$ cat config.mk
export PLATFORM = sky130hd
export DESIGN_NAME = ov7670_config_sequencer
export DESIGN_NICKNAME = d
export VERILOG_FILES = /design/src/rtl/ov7670_config_sequencer.sv
export SDC_FILE = /design/constraint.sdc
export NUM_CORES = 1
export LEC_CHECK = 0
export ABC_AREA = 0
export BUFFER_PORTS_ARGS = -buffer_cell sky130_fd_sc_hd__buf_2
export CAP_MARGIN = 0
export CELL_PAD_IN_SITES_DETAIL_PLACEMENT = 0
export CELL_PAD_IN_SITES_GLOBAL_PLACEMENT = 1
export CORE_MARGIN = 3
export CORE_UTILIZATION = 42
export CTS_CLUSTER_DIAMETER = 120
export CTS_CLUSTER_SIZE = 25
export DETAILED_ROUTE_END_ITERATION = 16
export GPL_ROUTABILITY_DRIVEN = 0
export PLACE_DENSITY = 0.84
export SYNTH_ARGS = -nofsm -noshare
export SYNTH_HDL_FRONTEND = slang
export SYNTH_SLANG_ARGS = --single-unit
$ cat constraint.sdc
create_clock -name clk -period 3.3 [get_ports clk]
set_input_delay 0.66 -clock clk [delete_from_list [all_inputs] [get_ports clk]]
set_output_delay 0.66 -clock clk [all_outputs]
set_load 0.05 [all_outputs]
$ cat src/rtl/ov7670_config_sequencer.sv
// Walks the camera register table and hands each (register, value) pair to the SCCB write engine.
// Handles delay and end markers in the table; a resend pulse replays the table from address 0.
module ov7670_config_sequencer #(
  parameter logic [7:0] DEVICE_ID    = 8'h42,
  parameter int         ADDR_W       = 8,
  parameter int         DELAY_CYCLES = 250000,
  parameter int         DELAY_W      = 18
) (
  input  logic              clk,
  input  logic              rst_n,
  input  logic              resend,
  output logic [ADDR_W-1:0] rom_addr,
  input  logic [15:0]       rom_data,
  output logic              send,
  input  logic              taken,
  output logic [7:0]        id,
  output logic [7:0]        register,
  output logic [7:0]        value,
  output logic              config_finished
);

  typedef enum logic [2:0] {FETCH, DECODE, SEND, DELAY, DONE} state_t;

  localparam logic [15:0]        END_MARK   = 16'hFFFF;
  localparam logic [15:0]        DELAY_MARK = 16'hFFF0;
  localparam logic [DELAY_W-1:0] DELAY_LOAD = DELAY_W'(DELAY_CYCLES - 1);

  state_t             state, state_nxt;
  logic [ADDR_W-1:0]  addr_nxt;
  logic               send_nxt;
  logic [7:0]         reg_nxt, val_nxt;
  logic               fin_nxt;
  logic               pend, pend_nxt;
  logic [DELAY_W-1:0] cnt, cnt_nxt;
  logic               last_entry;

  assign id         = DEVICE_ID;
  assign last_entry = &rom_addr;

  always_comb begin
    state_nxt = state;
    addr_nxt  = rom_addr;
    send_nxt  = send;
    reg_nxt   = register;
    val_nxt   = value;
    fin_nxt   = config_finished;
    pend_nxt  = pend;
    cnt_nxt   = cnt;

    case (state)
      FETCH: state_nxt = DECODE;
      DECODE: begin
        if (rom_data == END_MARK) begin
          state_nxt = DONE;
          fin_nxt   = 1'b1;
        end else if (rom_data == DELAY_MARK) begin
          state_nxt = DELAY;
          cnt_nxt   = DELAY_LOAD;
        end else begin
          state_nxt = SEND;
          reg_nxt   = rom_data[15:8];
          val_nxt   = rom_data[7:0];
          send_nxt  = 1'b1;
        end
      end
      SEND: begin
        // A resend here must not yank send; it is honoured once the sender takes the word.
        pend_nxt = pend | resend;
        if (taken) begin
          send_nxt = 1'b0;
          pend_nxt = 1'b0;
          if (pend || resend) begin
            state_nxt = FETCH;
            addr_nxt  = '0;
          end else if (last_entry) begin
            state_nxt = DONE;
            fin_nxt   = 1'b1;
          end else begin
            state_nxt = FETCH;
            addr_nxt  = rom_addr + ADDR_W'(1);
          end
        end
      end
      DELAY: begin
        if (cnt == '0) begin
          if (last_entry) begin
            state_nxt = DONE;
            fin_nxt   = 1'b1;
          end else begin
            state_nxt = FETCH;
            addr_nxt  = rom_addr + ADDR_W'(1);
          end
        end else begin
          cnt_nxt = cnt - DELAY_W'(1);
        end
      end
      DONE: state_nxt = DONE;
      default: state_nxt = FETCH;
    endcase

    // Outside SEND a restart overrides whatever the state decided this cycle.
    if (resend && state != SEND) begin
      state_nxt = FETCH;
      addr_nxt  = '0;
      fin_nxt   = 1'b0;
      cnt_nxt   = '0;
      send_nxt  = 1'b0;
      reg_nxt   = register;
      val_nxt   = value;
    end
  end

  always_ff @(posedge clk or negedge rst_n) begin
    if (!rst_n) begin
      state           <= FETCH;
      rom_addr        <= '0;
      send            <= 1'b0;
      register        <= 8'h00;
      value           <= 8'h00;
      config_finished <= 1'b0;
      pend            <= 1'b0;
      cnt             <= '0;
    end else begin
      state           <= state_nxt;
      rom_addr        <= addr_nxt;
      send            <= send_nxt;
      register        <= reg_nxt;
      value           <= val_nxt;
      config_finished <= fin_nxt;
      pend            <= pend_nxt;
      cnt             <= cnt_nxt;
    end
  end

endmodule

==> metrics <==
M1 GR Usage=25.9%; area overhead of the layout relative to synthesis=13.7%; Max Slew Vio Count=0; Final ANT Viol Nets=0; setup TNS=0 ns; Inserted Clock Buffers=5; total wirelength of the detailed-routed design=6470 um; number of ports placed on the die boundary=54; Initial Util=44.9%; most common cell in the netlist=sky130_fd_sc_hd__dfrtp_1; Horiz. Die Dim=86.7 um; number of detailed-route iterations in the first pass=4; Die Area=7520 um2; GR Util met3=3.99%; antenna fix cells=0; Wirelength per Cell=16.3 um; leading area contributor after synthesis=sky130_fd_sc_hd__dfrtp_1; grt ovf=0; critical path capture point type=flip-flop; most instantiated flip-flop cell in the synthesis netlist=sky130_fd_sc_hd__dfrtp_1; fraction of registers with async set/reset=100%; most crowded layer after global routing=met2; via count of the first global-routing pass=2,256; final core utilization=51.0%; number of cells produced by synthesis=278; post-synthesis instance area=2740 um2; category of the most critical setup path=reg -> reg; mux cell area share after synthesis=7.77%; placed cell count=389; Post CTS Setup Buffer Count=0; Setup-failing EPs final=0; post-detailed-placement half-perimeter wirelength=4600 um; Num Clock Sinks=48; maximum clock frequency=0.390 GHz; total routing resource utilization after global routing=18.3%; Buffers on Ports=45; clk buf depth=2; non-filler cells in the finished layout=397; largest cells by area after synthesis=sky130_fd_sc_hd__dfrtp_1 (44%), sky130_fd_sc_hd__mux2_2 (7.4%), sky130_fd_sc_hd__a21oi_1 (3.7%); count of cell types in the netlist=57; area of the core=6100 um2; met2 track utilization from global routing=28.1%; # resized after CTS=0; number of cell instances on the worst register-to-register path=5; Synth top area share=43.9%; Slew Limit Headroom=42.1%; arrival time of the worst setup path=2.76 ns; number of max-cap violations=0; count of vias placed by the detailed router=2,331; Reg clk slew, reported paths=0.09 ns; Critical Path Start Type=flip-flop; post-route DRC violation count=0; number of cell rows=28; layout net count=343; Hold Fails Final Rpt=0; pin count of the biggest net entering global routing=26; maximum resistive drop on vdd=0.000617 V; cts-stage hold buffer count=0; result of the run=complete, no violations; transition at the pin with the smallest max-transition slack=0.846 ns; Hold/Removal Path Class=in -> async; xor and xnor fraction of the mapped netlist area=0%; Sequential Area=1200 um2; Post-synth EDFFs=0; number of register bits inferred by synthesis=48; number of inserted filler cells in the final layout=595; largest driver fanout on the critical path=8; mean instance size in the synthesized netlist=9.84 um2; WP data required=3.49 ns; power per cell area=956 nW/um2; initial antenna violation count=0; most common library cells after synthesis=sky130_fd_sc_hd__dfrtp_1 (48), sky130_fd_sc_hd__a21oi_1 (20), sky130_fd_sc_hd__mux2_2 (18); global-route wire length before repair=11,000 um; floorplan die height=86.7 um; setup repair after global routing missed its margin=false; part of the cycle the worst path needs=77.7%; combinational family with the most area after synthesis=simple AND/OR/NAND/NOR gates; fraction of layout cells with a size suffix above 1=27.6%; iteration-0 DRC count of the detailed router=90; Yosys warning count=0; H-tree levels=2; TritonCTS clock tree=built; CTS Root Buffer Type=sky130_fd_sc_hd__clkbuf_8; static leakage power=0.00134 uW; area of the multi-input gates=1410 um2; share of the synthesized area in compound gates (AO/OA/AOI/OAI)=20.9%; Adder-Cell Fraction of Synth Area=0.914%; time the worst path needs with I/O delays and setup=2.56 ns; setup clock skew after layout=0.00510 ns; Post-Synth Simple-Gate Area=20.9%; latest clock arrival within the worst-skew pair=0.30 ns; fraction of the yosys area taken by sequential cells=43.9%; routed vias/inst=5.87
-- cells by family (layout without fill, tap and decap cells) --
| group | Yosys count | count (layout) |
|---|---|---|
| AOI/OAI and AO/OA | 81 | 81 |
| adders and majority gates | 2 | 2 |
| buffers and inverters | 28 | 66 |
| DFF | 48 | 48 |
| muxes | 19 | 19 |
| other | 2 | 8 |
| and+or+nand+nor | 98 | 98 |
-- per-stage QoR --
stage | power (uW) | hold slack [ns] | area, um2 | setup slack (ns)
detailed placement | 2550 | 0.466 | 3000 | 0.634
finish | 2970 | 0.341 | 3110 | 0.736
global placement | 2530 | 0.457 | 3000 | 0.671
floorplan | 2210 | 0.364 | 2760 | 0.920
global route | 3170 | 0.375 | 3110 | 0.577
CTS | 2990 | 0.353 | 3110 | 0.753
-- critical path, stage by stage (launching register included) --
cell and delay [ns]:
sky130_fd_sc_hd__dfrtp_1 0.41, sky130_fd_sc_hd__or4_1 0.69, sky130_fd_sc_hd__nor3_4 0.38, sky130_fd_sc_hd__nand3_1 0.39, sky130_fd_sc_hd__nand2_4 0.23, sky130_fd_sc_hd__mux2_2 0.35
-- path summary, 6_finish.rpt --
kind,slack (ns),start,to
max,0.74,cnt[12]$_DFFE_PN0P_,cnt[1]$_DFFE_PN0P_
min,0.34,rst_n,cnt[3]$_DFFE_PN0P_
max reg2reg,0.74,cnt[12]$_DFFE_PN0P_,cnt[1]$_DFFE_PN0P_
min reg2reg,0.49,config_finished$_DFFE_PN0P_,config_finished$_DFFE_PN0P_
max in group asynchronous,2.22,rst_n,send$_DFFE_PN0P_
min in group clk,0.49,config_finished$_DFFE_PN0P_,config_finished$_DFFE_PN0P_
-- state kept, by name, indices dropped and copies added (netlist names) --
register and count:
send 1, cnt 18, pend 1, rom_addr 8
config_finished 1, register 8, value 8, state 3
-- layout by cell type, fill, tap and decap left out, types with 7 or more instances in the layout --
cell type / count
sky130_fd_sc_hd__nor3_1: 8
sky130_fd_sc_hd__o21ai_0: 10
sky130_fd_sc_hd__dfrtp_1: 48
sky130_fd_sc_hd__a31oi_1: 15
sky130_fd_sc_hd__nand4_1: 8
sky130_fd_sc_hd__o31ai_1: 7
sky130_fd_sc_hd__mux2_2: 18
sky130_fd_sc_hd__a21oi_1: 20
sky130_fd_sc_hd__conb_1: 8
sky130_fd_sc_hd__nand3_1: 14
sky130_fd_sc_hd__buf_2: 45
sky130_fd_sc_hd__nor2_1: 11
sky130_fd_sc_hd__nand2_1: 17
sky130_fd_sc_hd__inv_1: 8
sky130_fd_sc_hd__or4_1: 7
-- layer usage --
metal	vias up	share of wire (%)
met3	5	6.1
met5	-	0
met4	0	0.91
met1	1110	48
met2	70	45
li1	1146	-
-- power by group --
group / internal (uW) / total (uW) / switching (uW)
clock network: 225 / 435 / 210
registers: 811 / 1030 / 216
logic: 494 / 1510 / 1020
total: 1530 / 2970 / 1440
-- area by class of cell --
class,count,share of cell area [%]
Clock buffer,5,2.21
Clock inverter,3,1.37
Inverter,8,0.965
Multi-Input combinational cell,208,45.4
Sequential cell,48,38.6
Tap cell,75,3.02
Timing Repair Buffer,50,8.44
(Power assumes the default switching activity.)
